==> src/rtl/melody_seq_if.sv <==
// Control and note-output bundle between top-level playback logic and melody_seq.
// Master drives start/stop/loop; slave (the sequencer) drives the note outputs.
interface melody_seq_if #(
  parameter int WIDTH_COUNTER = 10
);
  logic                     start;
  logic                     stop;
  logic                     loop;
  logic [WIDTH_COUNTER-1:0] half_period;
  logic                     tone_en;
  logic [2:0]               step_idx;
  logic                     busy;
  logic                     done;

  modport master (
    output start, stop, loop,
    input  half_period, tone_en, step_idx, busy, done
  );

  modport slave (
    input  start, stop, loop,
    output half_period, tone_en, step_idx, busy, done
  );
endinterface

==> src/rtl/melody_seq.sv <==
// Steps an 8-entry song ROM, presenting half_period/tone_en per note with a silent gap between notes.
// Outputs registered; start shows on the sampling edge; no backpressure, stop wins over start.
module melody_seq #(
  parameter int BEAT_DIV      = 1000,
  parameter int GAP_TICKS     = 1,
  parameter int WIDTH_COUNTER = 10
) (
  input logic         clk,
  input logic         rst,
  melody_seq_if.slave ctl
);

  localparam int PW = $clog2(BEAT_DIV);
  localparam int GW = (GAP_TICKS < 2) ? 1 : $clog2(GAP_TICKS + 1);

  typedef enum logic [1:0] {S_IDLE, S_NOTE, S_GAP} state_t;

  // {note code[2:0], beats[1:0]}
  function automatic logic [4:0] song_rom(input logic [2:0] idx);
    case (idx)
      3'd0:    return {3'd1, 2'd1};
      3'd1:    return {3'd1, 2'd1};
      3'd2:    return {3'd5, 2'd1};
      3'd3:    return {3'd5, 2'd1};
      3'd4:    return {3'd6, 2'd1};
      3'd5:    return {3'd6, 2'd1};
      3'd6:    return {3'd5, 2'd2};
      default: return {3'd0, 2'd1};
    endcase
  endfunction

  function automatic logic [WIDTH_COUNTER-1:0] note_hp(input logic [2:0] code);
    case (code)
      3'd1:    return WIDTH_COUNTER'(478);
      3'd2:    return WIDTH_COUNTER'(426);
      3'd3:    return WIDTH_COUNTER'(379);
      3'd4:    return WIDTH_COUNTER'(358);
      3'd5:    return WIDTH_COUNTER'(319);
      3'd6:    return WIDTH_COUNTER'(284);
      3'd7:    return WIDTH_COUNTER'(253);
      default: return '0;
    endcase
  endfunction

  state_t                   state_q, state_d;
  logic [2:0]               step_q, step_d;
  logic [1:0]               beat_q, beat_d;
  logic [GW-1:0]            gap_q, gap_d;
  logic [WIDTH_COUNTER-1:0] hp_q, hp_d;
  logic                     tone_q, tone_d;
  logic                     done_q, done_d;
  logic                     busy_q;
  logic [PW-1:0]            presc_q, presc_d;
  logic                     tick;
  logic                     load_note;
  logic                     advance;
  logic [4:0]               entry;

  assign tick = (state_q != S_IDLE) && (presc_q == PW'(BEAT_DIV - 1));

  always_comb begin
    state_d   = state_q;
    step_d    = step_q;
    beat_d    = beat_q;
    gap_d     = gap_q;
    hp_d      = hp_q;
    tone_d    = tone_q;
    done_d    = 1'b0;
    load_note = 1'b0;
    advance   = 1'b0;
    entry     = '0;

    case (state_q)
      S_IDLE: begin
        if (ctl.start) begin
          state_d   = S_NOTE;
          step_d    = '0;
          load_note = 1'b1;
        end
      end
      S_NOTE: begin
        if (tick) begin
          if (beat_q == 2'd1) begin
            if (GAP_TICKS > 0) begin
              state_d = S_GAP;
              gap_d   = GW'(GAP_TICKS);
              tone_d  = 1'b0;
            end else begin
              advance = 1'b1;
            end
          end else begin
            beat_d = beat_q - 2'd1;
          end
        end
      end
      S_GAP: begin
        if (tick) begin
          if (gap_q == GW'(1)) advance = 1'b1;
          else                 gap_d   = gap_q - GW'(1);
        end
      end
      default: state_d = S_IDLE;
    endcase

    // loop is only looked at here, on the step-7 advance edge
    if (advance) begin
      if (step_q != 3'd7) begin
        step_d    = step_q + 3'd1;
        state_d   = S_NOTE;
        load_note = 1'b1;
      end else if (ctl.loop) begin
        step_d    = '0;
        state_d   = S_NOTE;
        load_note = 1'b1;
      end else begin
        state_d = S_IDLE;
        step_d  = '0;
        hp_d    = '0;
        tone_d  = 1'b0;
        done_d  = 1'b1;
      end
    end

    if (load_note) begin
      entry  = song_rom(step_d);
      beat_d = (entry[1:0] == 2'd0) ? 2'd1 : entry[1:0];
      hp_d   = note_hp(entry[4:2]);
      tone_d = (entry[4:2] != 3'd0);
    end

    if (ctl.stop) begin
      state_d = S_IDLE;
      step_d  = '0;
      hp_d    = '0;
      tone_d  = 1'b0;
      done_d  = 1'b0;
    end
  end

  // Prescaler restarts from 0 whenever a song is launched out of IDLE
  always_comb begin
    presc_d = presc_q + PW'(1);
    if (state_q == S_IDLE || state_d == S_IDLE || tick) presc_d = '0;
  end

  always_ff @(posedge clk) begin
    if (rst) begin
      state_q <= S_IDLE;
      step_q  <= '0;
      beat_q  <= '0;
      gap_q   <= '0;
      hp_q    <= '0;
      tone_q  <= 1'b0;
      done_q  <= 1'b0;
      busy_q  <= 1'b0;
      presc_q <= '0;
    end else begin
      state_q <= state_d;
      step_q  <= step_d;
      beat_q  <= beat_d;
      gap_q   <= gap_d;
      hp_q    <= hp_d;
      tone_q  <= tone_d;
      done_q  <= done_d;
      busy_q  <= (state_d != S_IDLE);
      presc_q <= presc_d;
    end
  end

  assign ctl.half_period = hp_q;
  assign ctl.tone_en     = tone_q;
  assign ctl.step_idx    = step_q;
  assign ctl.busy        = busy_q;
  assign ctl.done        = done_q;

endmodule

==> src/flat_wrapper.sv <==
// flat-port wrapper written by rule: the top's interface ports become plain ports
module melody_seq_flat 
#(
  parameter int BEAT_DIV      = 1000,
  parameter int GAP_TICKS     = 1,
  parameter int WIDTH_COUNTER = 10
)
  (clk, rst, ctl_start, ctl_stop, ctl_loop, ctl_half_period, ctl_tone_en, ctl_step_idx, ctl_busy, ctl_done);
  melody_seq_if #(.WIDTH_COUNTER(WIDTH_COUNTER)) ctl_i ();
  input logic clk;
  input logic rst;
  input wire logic [$bits(ctl_i.start)-1:0] ctl_start;
  input wire logic [$bits(ctl_i.stop)-1:0] ctl_stop;
  input wire logic [$bits(ctl_i.loop)-1:0] ctl_loop;
  output wire logic [$bits(ctl_i.half_period)-1:0] ctl_half_period;
  output wire logic [$bits(ctl_i.tone_en)-1:0] ctl_tone_en;
  output wire logic [$bits(ctl_i.step_idx)-1:0] ctl_step_idx;
  output wire logic [$bits(ctl_i.busy)-1:0] ctl_busy;
  output wire logic [$bits(ctl_i.done)-1:0] ctl_done;
  assign ctl_i.start = ctl_start;
  assign ctl_i.stop = ctl_stop;
  assign ctl_i.loop = ctl_loop;
  assign ctl_half_period = ctl_i.half_period;
  assign ctl_tone_en = ctl_i.tone_en;
  assign ctl_step_idx = ctl_i.step_idx;
  assign ctl_busy = ctl_i.busy;
  assign ctl_done = ctl_i.done;
  melody_seq #(.BEAT_DIV(BEAT_DIV), .GAP_TICKS(GAP_TICKS), .WIDTH_COUNTER(WIDTH_COUNTER)) u_core (.clk(clk), .rst(rst), .ctl(ctl_i));
endmodule
==> config.mk <==
export PLATFORM = sky130hd
export DESIGN_NAME = melody_seq_flat
export DESIGN_NICKNAME = d
export VERILOG_FILES = /design/src/rtl/melody_seq_if.sv /design/src/rtl/melody_seq.sv /design/src/flat_wrapper.sv
export SDC_FILE = /design/constraint.sdc
export NUM_CORES = 1
export LEC_CHECK = 0
export ABC_AREA = 1
export BUFFER_PORTS_ARGS = -buffer_cell sky130_fd_sc_hd__buf_2
export CELL_PAD_IN_SITES_DETAIL_PLACEMENT = 1
export CELL_PAD_IN_SITES_GLOBAL_PLACEMENT = 2
export CORE_ASPECT_RATIO = 1.4
export CORE_MARGIN = 10
export CORE_UTILIZATION = 33
export CTS_BUF_LIST = sky130_fd_sc_hd__clkbuf_8
export CTS_CLUSTER_DIAMETER = 50
export CTS_CLUSTER_SIZE = 16
export DETAILED_ROUTE_END_ITERATION = 6
export PLACE_DENSITY_LB_ADDON = 0.08
export SLEW_MARGIN = 15
export SYNTH_ARGS = -nofsm -noshare
export SYNTH_HDL_FRONTEND = slang
export SYNTH_SLANG_ARGS = --single-unit
==> constraint.sdc <==
create_clock -name clk -period 2.2 [get_ports clk]
set_clock_uncertainty 0.15 [all_clocks]
set_input_delay 0.33 -clock clk [delete_from_list [all_inputs] [get_ports clk]]
set_output_delay 0.33 -clock clk [all_outputs]
set_load 0.02 [all_outputs]
==> results of run 1 <==
-- cell type report --
| cell class | instances | share of cell area [%] |
|---|---|---|
| timing repair buffer | 19 | 6.00 |
| inverter | 23 | 5.45 |
| clock inverter | 2 | 0.553 |
| multi-input combinational | 117 | 41.5 |
| sequential | 30 | 37.9 |
| tap | 43 | 3.40 |
| clock buffer | 6 | 5.21 |
-- where the power goes --
group,switching [mW],internal (mW)
Sequential,0.00539,0.555
Combinational,0.0526,0.0237
Clock,0.199,0.247
-- critical path: cells and delay by family, from the launching register on --
family / cells / cell delay [ns]
compound gates: 1 / 0.05
simple gates: 6 / 0.66
buf+inv: 3 / 0.32
flops: 1 / 0.33
fa+ha+maj: 2 / 0.40
-- flip-flops by register name (all words and copies together) (netlist names) --
name                    count
u_core.beat_q               2
u_core.ctl.busy             1
u_core.ctl.done             1
u_core.ctl.half_period      9
u_core.ctl.step_idx         3
u_core.ctl.tone_en          1
u_core.gap_q                1
u_core.presc_q             10
u_core.state_q              2
-- metal layers --
metal	up-vias	part of all wire, %	routed length, um
li1	589	-	-
met1	554	33	1070
met2	20	60	1960
met3	2	6.3	207
met4	0	0.70	23
met5	-	0	0
-- layout by cell type (no fill, tap or decap), types with 3 or more instances in the layout --
cell      count
nand2_2       8
nand3_1      13
nand2_1      24
clkbuf_8      6
nor2_2        7
xnor2_1       3
dfxtp_1      30
xor2_1        5
nand4_1       4
ha_1          4
inv_1        20
a21oi_1      14
nor2_1       21
buf_2        19
-- cells by family (layout without fill, tap and decap cells) --
| family | after synthesis | in the layout |
|---|---|---|
| and+or+nand+nor | 85 | 85 |
| AOI/OAI and AO/OA | 19 | 19 |
| adders and majority gates | 4 | 4 |
| DFF | 30 | 30 |
| other | 1 | 1 |
| buffers and inverters | 25 | 50 |
| xor gates and xnor gates | 8 | 8 |
-- worst max-delay path by stage --
stage / slack [ns] / from / cells past startpoint / end
floorplan: 0.45 / u_core.ctl.step_idx[0] / 12 / u_core.beat_q[0]
global placement: 0.21 / u_core.ctl.step_idx[0] / 12 / u_core.beat_q[0]
detailed placement: 0.18 / u_core.ctl.step_idx[0] / 12 / u_core.beat_q[0]
CTS: 0.17 / u_core.ctl.step_idx[0] / 12 / u_core.beat_q[0]
global route: 0.01 / u_core.presc_q[0] / 8 / u_core.ctl.half_period[7]
finish: 0.20 / u_core.ctl.step_idx[0] / 12 / u_core.beat_q[0]
-- metrics by stage --
step,util [%],instances
after floorplan,-,172
after global placement,37.8,232
after detailed placement,37.8,232
after CTS,40.1,240
after global routing,40.1,240
final,40.1,240
==> impl_metrics.yaml, run 1 <==
run_status:
  status: "finished clean"
logic_synthesis:
  synth_area_leaders: "dfxtp_1, nand2_1, nor2_1, inv_1, a21oi_1"
  synth_top_family_by_area: "simple AND/OR/NAND/NOR gates"
  synth_cell_types: 28
  synth_simple_gate_area_share_pct: 31.8
  synth_xor_area_share_pct: 5.17
  syn_inst: 172
  yosysMostFrequentCell: "dfxtp_1"
  muxShareOfSynthArea_pct: 0
  ys_top_cells_by_count: "dfxtp_1, nand2_1, nor2_1, inv_1, a21oi_1"
  synth_compound_area_share_pct: 7.57
  yosys_warnings: 0
  synth_nets: 181
  synthAdderAreaFrac_pct: 3.69
  ys.flop_type: "dfxtp_1"
  avgSynthCellArea_sq_um: 7.88
  yosys_register_bits: 30
  synth-seq-area-share_pct: 44.3
  synth_top_cell_by_area: "dfxtp_1"
  yosys.area.top_type_share_pct: 44.3
  synth_enable_flop_cells: 0
  syn-cell-area_sq_mm: 0.00136
  ys_async_sr_fraction_pct: 0
clocking:
  cts_max_path_buffers: 2
  cts_sinks: 30
  cts_hold_buf: 0
  cts_inserted_buffers: 5
  cts_tree: "done"
  clkSlewWorstSetupHoldPaths_ns: 0.06
  cts_resized: 0
  h-tree-depth: 2
  cts_setup_buffers: 0
  clk_latency_ns: 0.28
  cts_root_buf: "clkbuf_8"
critical_path:
  crit_path_frequent_cell: "inv_1"
  reg2regPathDepth: 12
  max_stage_delay_ns: 0.33
  cp.required_ns: 2.22
  r2r_slack_ns: 0.20
  critPathSlowestCell: "dfxtp_1"
  worstSetupStartpointType: "register"
  cp-end-kind: "register"
  worst-path-max-fanout: 6
  worst_ep_arrival_time_ns: 2.03
  setup.worst_path.class: "register to register"
  reg2reg_to: "u_core.beat_q[0]"
  r2r_start: "u_core.ctl.step_idx[0]"
  cp_cell_sequence: "ha_1 -> ha_1 -> inv_1 -> nor2_1 -> inv_1 -> nand4_1 -> nand2_2 -> inv_1 -> nor2_1 -> nand3_1 -> nand2_1 -> a21oi_1"
timing:
  rsz0062_at_grt: "false"
  fin_tns_setup_ns: 0
  setup_viol: 0
  maxSlewViolCount: 0
  finalCriticalPeriod_ns: 2.00
  whs_ns: 0.0797
  max_freq_mhz: 499
  finalCritPeriodShare_pct: 91.1
  fin_ws_ns: 0.196
  hold_viol: 0
global_route:
  grt_pass1_vias: 1224
  grt_pass1_wl_um: 5400
  antenna_found_initial: 0
  grt.overflow.total: 0
  grt_busiest_layer: "met2"
  gr-usage-met3_pct: 3.50
  grt_start_max_net_pins: 15
  use_met1_pct: 7.94
  use_met2_pct: 20.2
  grtUsageTotal_pct: 9.91
cells_and_area:
  antenna_cells: 0
  area_growth_pct: 16.9
  regArea_sq_um: 601
  nets: 205
  drive_gt1_share_pct: 24.9
  multi_input_area_sq_um: 657
  num-fill-cells: 503
  postLayoutCellArea_sq_mm: 0.00158
hold_path:
  hold_depth: 2
  hold_class: "primary input to register"
  min-delay-start: "rst"
  holdPathEnd: "u_core.beat_q[0]"
routing:
  via_per_inst: 4.85
  ant_nets: 0
  drc: 0
  drt-initial-drc-count: 25
  wire_per_inst_um: 13.6
  routed_wl_um: 3270
  dr_total_vias: 1165
  dr.pass1.iters: 2
pwr:
  p_total_mw: 1.08
  p_leak_nw: 0.695
  vdd_ir_drop_max_mv: 0.408
  powerDensity_mw_per_mm2: 684
floorplan:
  die-area_sq_mm: 0.00711
  row_count: 27
  die_width_um: 74.2
  fp.dieH_um: 95.8
  core_sq_mm: 0.00395
  start_util_pct: 34.3
  io_pins: 21
placement:
  placed_area_sq_mm: 0.00149
  io_buffers: 19
  hpwl_um: 2750
  pre_cts_slack_ns: 0.184
  gp_congestion: 0.750
run:
  maxCapViolations: 0
Note: power is estimated with default switching activity, not from simulation.
==> inputs of run 2 (changes only) <==
- REMOVE_ABC_BUFFERS: default -> 1
==> impl_metrics.yaml, run 2 (same netlist as run 1, synthesis figures left out) <==
run_status:
  status: "finished clean"
global_route:
  grt_pass1_wl_um: 5640
  antenna_found_initial: 0
  grt_pass1_vias: 1242
  grt_start_max_net_pins: 15
  grtUsageTotal_pct: 10.3
  grt.overflow.total: 0
critical_path:
  startpoint: "u_core.ctl.step_idx[0]"
  cp-end-kind: "register"
  r2r_start: "u_core.ctl.step_idx[0]"
  setup.worst_path.class: "register to register"
  cp.required_ns: 2.22
  worst_ep_arrival_time_ns: 2.01
  worstSetupStartpointType: "register"
  worst-path-max-fanout: 6
timing:
  hold_viol: 0
  finalCriticalPeriod_ns: 1.99
  maxSlewViolCount: 0
  fin_tns_setup_ns: 0
  rsz0062_at_grt: "false"
  finalCritPeriodShare_pct: 90.3
  setup_viol: 0
  max_freq_mhz: 503
routing:
  drc: 0
  wire_per_inst_um: 14.2
  drt-initial-drc-count: 21
  via_per_inst: 4.86
  routed_wl_um: 3380
  dr.pass1.iters: 4
  ant_nets: 0
  dr_total_vias: 1156
cells_and_area:
  num-fill-cells: 502
  area_growth_pct: 16.4
  layout_commonest_cell: "dfxtp_1"
  largest_reg_flops: 10
  drive_gt1_share_pct: 25.1
  postLayoutCellArea_sq_mm: 0.00158
  antenna_cells: 0
  top_register: "u_core.presc_q"
  nets: 205
  mostFrequentLayoutCells: "dfxtp_1, nand2_1, nor2_1"
floorplan:
  die_width_um: 74.2
  row_count: 27
  start_util_pct: 34.3
  die-area_sq_mm: 0.00711
  io_pins: 21
  fp.dieH_um: 95.8
  core_sq_mm: 0.00395
placement:
  io_buffers: 19
  gp_congestion: 0.706
  hpwl_um: 2780
  placed_area_sq_mm: 0.00149
hold_path:
  hold_class: "primary input to register"
  min-delay-start: "rst"
pwr:
  p_clk_share_pct: 39.8
  pwr-share-seq_pct: 53.0
  switchingPower_uw: 241
  vdd_ir_drop_max_mv: 0.494
  swShare_pct: 22.7
  p_comb_share_pct: 7.2
  p_leak_nw: 0.683
  power.internal_uw: 820
  powerDensity_mw_per_mm2: 672
clocking:
  clk_latency_ns: 0.27
  cts_sinks: 30
  cts_tree: "done"
  clkSlewWorstSetupHoldPaths_ns: 0.06
  cts_inserted_buffers: 5
  cts_setup_buffers: 0
  cts_root_buf: "clkbuf_8"
  cts_max_path_buffers: 2
  h-tree-depth: 2
run:
  maxCapViolations: 0
-- run 2: final cells by class --
| cell class | count | area, sq um | area share (%) |
|---|---|---|---|
| clock buffers | 6 | 82.6 | 5.23 |
| inverters | 23 | 86.3 | 5.47 |
| multi-input cells | 117 | 659 | 41.8 |
| flip-flops and latches | 30 | 601 | 38.1 |
| well taps | 43 | 53.8 | 3.41 |
| repair buffers | 19 | 95.1 | 6.03 |
-- run 2: path summary, 6_finish.rpt --
path / end / depth (start not counted) / slack, ns
setup reg to reg: u_core.beat_q[0] / 12 / 0.21
hold / removal: u_core.beat_q[0] / 2 / 0.09
setup / recovery: u_core.beat_q[0] / 12 / 0.21
hold reg to reg: u_core.ctl.half_period[1] / 2 / 0.31
-- run 2: worst max-delay path, cell delays in order, from the launching register on --
cell,delay [ns]
dfxtp_1,0.33
ha_1,0.20
ha_1,0.17
inv_1,0.11
nor2_1,0.05
inv_1,0.10
nand4_1,0.13
nand2_2,0.16
inv_1,0.11
nor2_1,0.10
nand3_1,0.12
nand2_1,0.09
a21oi_1,0.05
-- run 2: stage by stage --
| stage | power [mW] | std cells | setup slack (ns) | hold WS, ns | utilization (%) |
|---|---|---|---|---|---|
| 2_1_floorplan | 0.625 | 170 | 0.447 | 0.249 | - |
| 3_3_place_gp | 0.649 | 232 | 0.213 | 0.288 | 37.8 |
| 3_5_place_dp | 0.652 | 232 | 0.155 | 0.309 | 37.8 |
| 4_1_cts | 1.08 | 238 | 0.134 | 0.0827 | 39.9 |
| 5_1_grt | 1.11 | 238 | 0.0224 | 0.0984 | 39.9 |
| 6_report | 1.06 | 238 | 0.213 | 0.0899 | 39.9 |
-- run 2: power groups by stage --
| stage | registers [mW] | logic (mW) | clock network (mW) |
|---|---|---|---|
| CTS | 0.561 | 0.0789 | 0.441 |
| global placement | 0.573 | 0.0766 | 0 |
| floorplan | 0.582 | 0.0425 | 0 |
| global route | 0.562 | 0.0882 | 0.461 |
| finish | 0.561 | 0.0767 | 0.422 |
| detailed placement | 0.573 | 0.0785 | 0 |
-- run 2: what timing repair did --
item | CTS | global route
gates resized for setup | 0 | 1
hold buffers | 0 | 0
endpoints found under the setup margin | 0 | 3
-- run 2: routing by layer --
layer	global-route usage, %	vias to the layer above	part of all wire, %
met1	8.52	548	33
li1	-	590	-
met5	0	-	0
met2	21.0	14	61
met4	4.67	0	1.4
met3	3.09	4	4.6
==> inputs of run 3 (changes only) <==
- CORE_UTILIZATION: 33 -> 36
- clock period: 2.2 -> 2.55 ns (I/O delays scaled with it)
==> impl_metrics.yaml, run 3 (same netlist as run 1, synthesis figures left out) <==
run_status:
  status: "finished clean"
timing:
  hold_viol: 0
  fin_tns_setup_ns: 0
  max_freq_mhz: 494
  maxSlewViolCount: 0
  finalCritPeriodShare_pct: 79.4
  finalCriticalPeriod_ns: 2.02
  rsz0062_at_grt: "false"
  setup_viol: 0
placement:
  gp_congestion: 0.691
  io_buffers: 19
  hpwl_um: 2650
  dpl.cell_count: 231
  placed_area_sq_mm: 0.00149
floorplan:
  io_pins: 21
  row_count: 26
  die-area_sq_mm: 0.00665
  die_width_um: 71.9
  start_util_pct: 37.2
  fp.dieH_um: 92.6
  core_sq_mm: 0.00364
clocking:
  cts_max_path_buffers: 2
  cts_inserted_buffers: 5
  cts_setup_buffers: 0
  cts_sinks: 30
  cts_tree: "done"
  cts_hold_buf: 0
  cts_resized: 0
  h-tree-depth: 2
  cts_root_buf: "clkbuf_8"
  clk_latency_ns: 0.28
  clkSlewWorstSetupHoldPaths_ns: 0.06
pwr:
  swShare_pct: 21.8
  power.internal_uw: 812
  pwr-share-seq_pct: 46.6
  powerDensity_mw_per_mm2: 647
  switchingPower_uw: 226
  p_clk_share_pct: 47.1
  p_leak_nw: 0.700
  p_comb_share_pct: 6.3
  vdd_ir_drop_max_mv: 0.443
critical_path:
  worstSetupStartpointType: "register"
  max_stage_delay_ns: 0.37
  critPathSlowestCell: "dfxtp_1"
  critPathBufInv: 1
  cp-end-kind: "register"
  crit_family: "simple AND/OR/NAND/NOR gates"
  r2r_slack_ns: 0.53
  setup.worst_path.class: "register to register"
  cp.required_ns: 2.56
  worst_ep_arrival_time_ns: 2.03
  cp_cell_sequence: "ha_1 -> nand3_2 -> nor2_4 -> nand3_4 -> nand2_2 -> clkinv_1 -> a21oi_1 -> nor2_1"
  worst-path-max-fanout: 10
cells_and_area:
  area_growth_pct: 18.4
  fin_cells: 238
  nets: 205
  num-fill-cells: 468
  postLayoutCellArea_sq_mm: 0.00160
  mostFrequentLayoutCells: "dfxtp_1, nand2_1, nor2_1"
  top_register: "u_core.presc_q"
  layout_commonest_cell: "dfxtp_1"
  largest_reg_flops: 10
  drive_gt1_share_pct: 25.0
  antenna_cells: 0
  fin_util_pct: 44.0
routing:
  via_per_inst: 4.86
  dr_total_vias: 1157
  wire_per_inst_um: 13.6
  routed_wl_um: 3240
  drc: 0
  drt-initial-drc-count: 20
  ant_nets: 0
  dr.pass1.iters: 4
global_route:
  grt_pass1_vias: 1257
  antenna_found_initial: 0
  grt_start_max_net_pins: 15
  grt_pass1_wl_um: 5780
  grt.overflow.total: 0
  grtUsageTotal_pct: 10.8
run:
  maxCapViolations: 0
hold_path:
  hold_class: "primary input to register"
-- run 3: power groups by stage --
stage                     Sequential, mW  Clock, mW  Combinational (mW)
final                              0.484      0.488              0.0653
after global routing               0.485      0.527              0.0742
after CTS                          0.484      0.505              0.0673
after detailed placement           0.495          0              0.0668
after global placement             0.494          0              0.0656
after floorplan                    0.502          0              0.0366
-- run 3: final timing paths --
check / cells after the start / start / endpoint
worst min register to register: 2 / u_core.ctl.half_period[8] / u_core.ctl.half_period[8]
worst max-delay path: 8 / u_core.presc_q[0] / u_core.ctl.half_period[7]
worst max register to register: 8 / u_core.presc_q[0] / u_core.ctl.half_period[7]
worst min-delay path: 2 / rst / u_core.beat_q[0]
-- run 3: layout make-up --
class	instances	area [sq um]	share of cell area, %
clock buffer	6	82.6	5.15
clock inverter	1	30.0	1.87
timing repair buffer	19	95.1	5.93
tap	42	52.6	3.28
sequential	30	601	37.4
multi-input combinational	117	657	41.0
inverter	23	86.3	5.38
-- run 3: worst reg2reg max path, delay by kind of cell (launching register included) --
kind | cells | cell delay [ns]
and+or+nand+nor | 5 | 0.62
DFF | 1 | 0.37
adders and majority gates | 1 | 0.27
buffers and inverters | 1 | 0.26
AOI/OAI and AO/OA | 1 | 0.23
-- run 3: per-stage QoR --
step	hold WS [ns]	setup WS [ns]	total power [mW]
2_1_floorplan	0.278	0.797	0.539
3_3_place_gp	0.288	0.575	0.560
3_5_place_dp	0.296	0.515	0.562
4_1_cts	0.117	0.492	1.06
5_1_grt	0.120	0.356	1.09
6_report	0.129	0.525	1.04
-- run 3: metal layers --
| metal | share of wire, % | up-vias | global-route usage (%) |
|---|---|---|---|
| met2 | 57 | 17 | 20.9 |
| met1 | 36 | 543 | 9.19 |
| met4 | 1.9 | 0 | 5.34 |
| li1 | - | 591 | - |
| met3 | 5.1 | 6 | 3.74 |
| met5 | 0 | - | 0 |
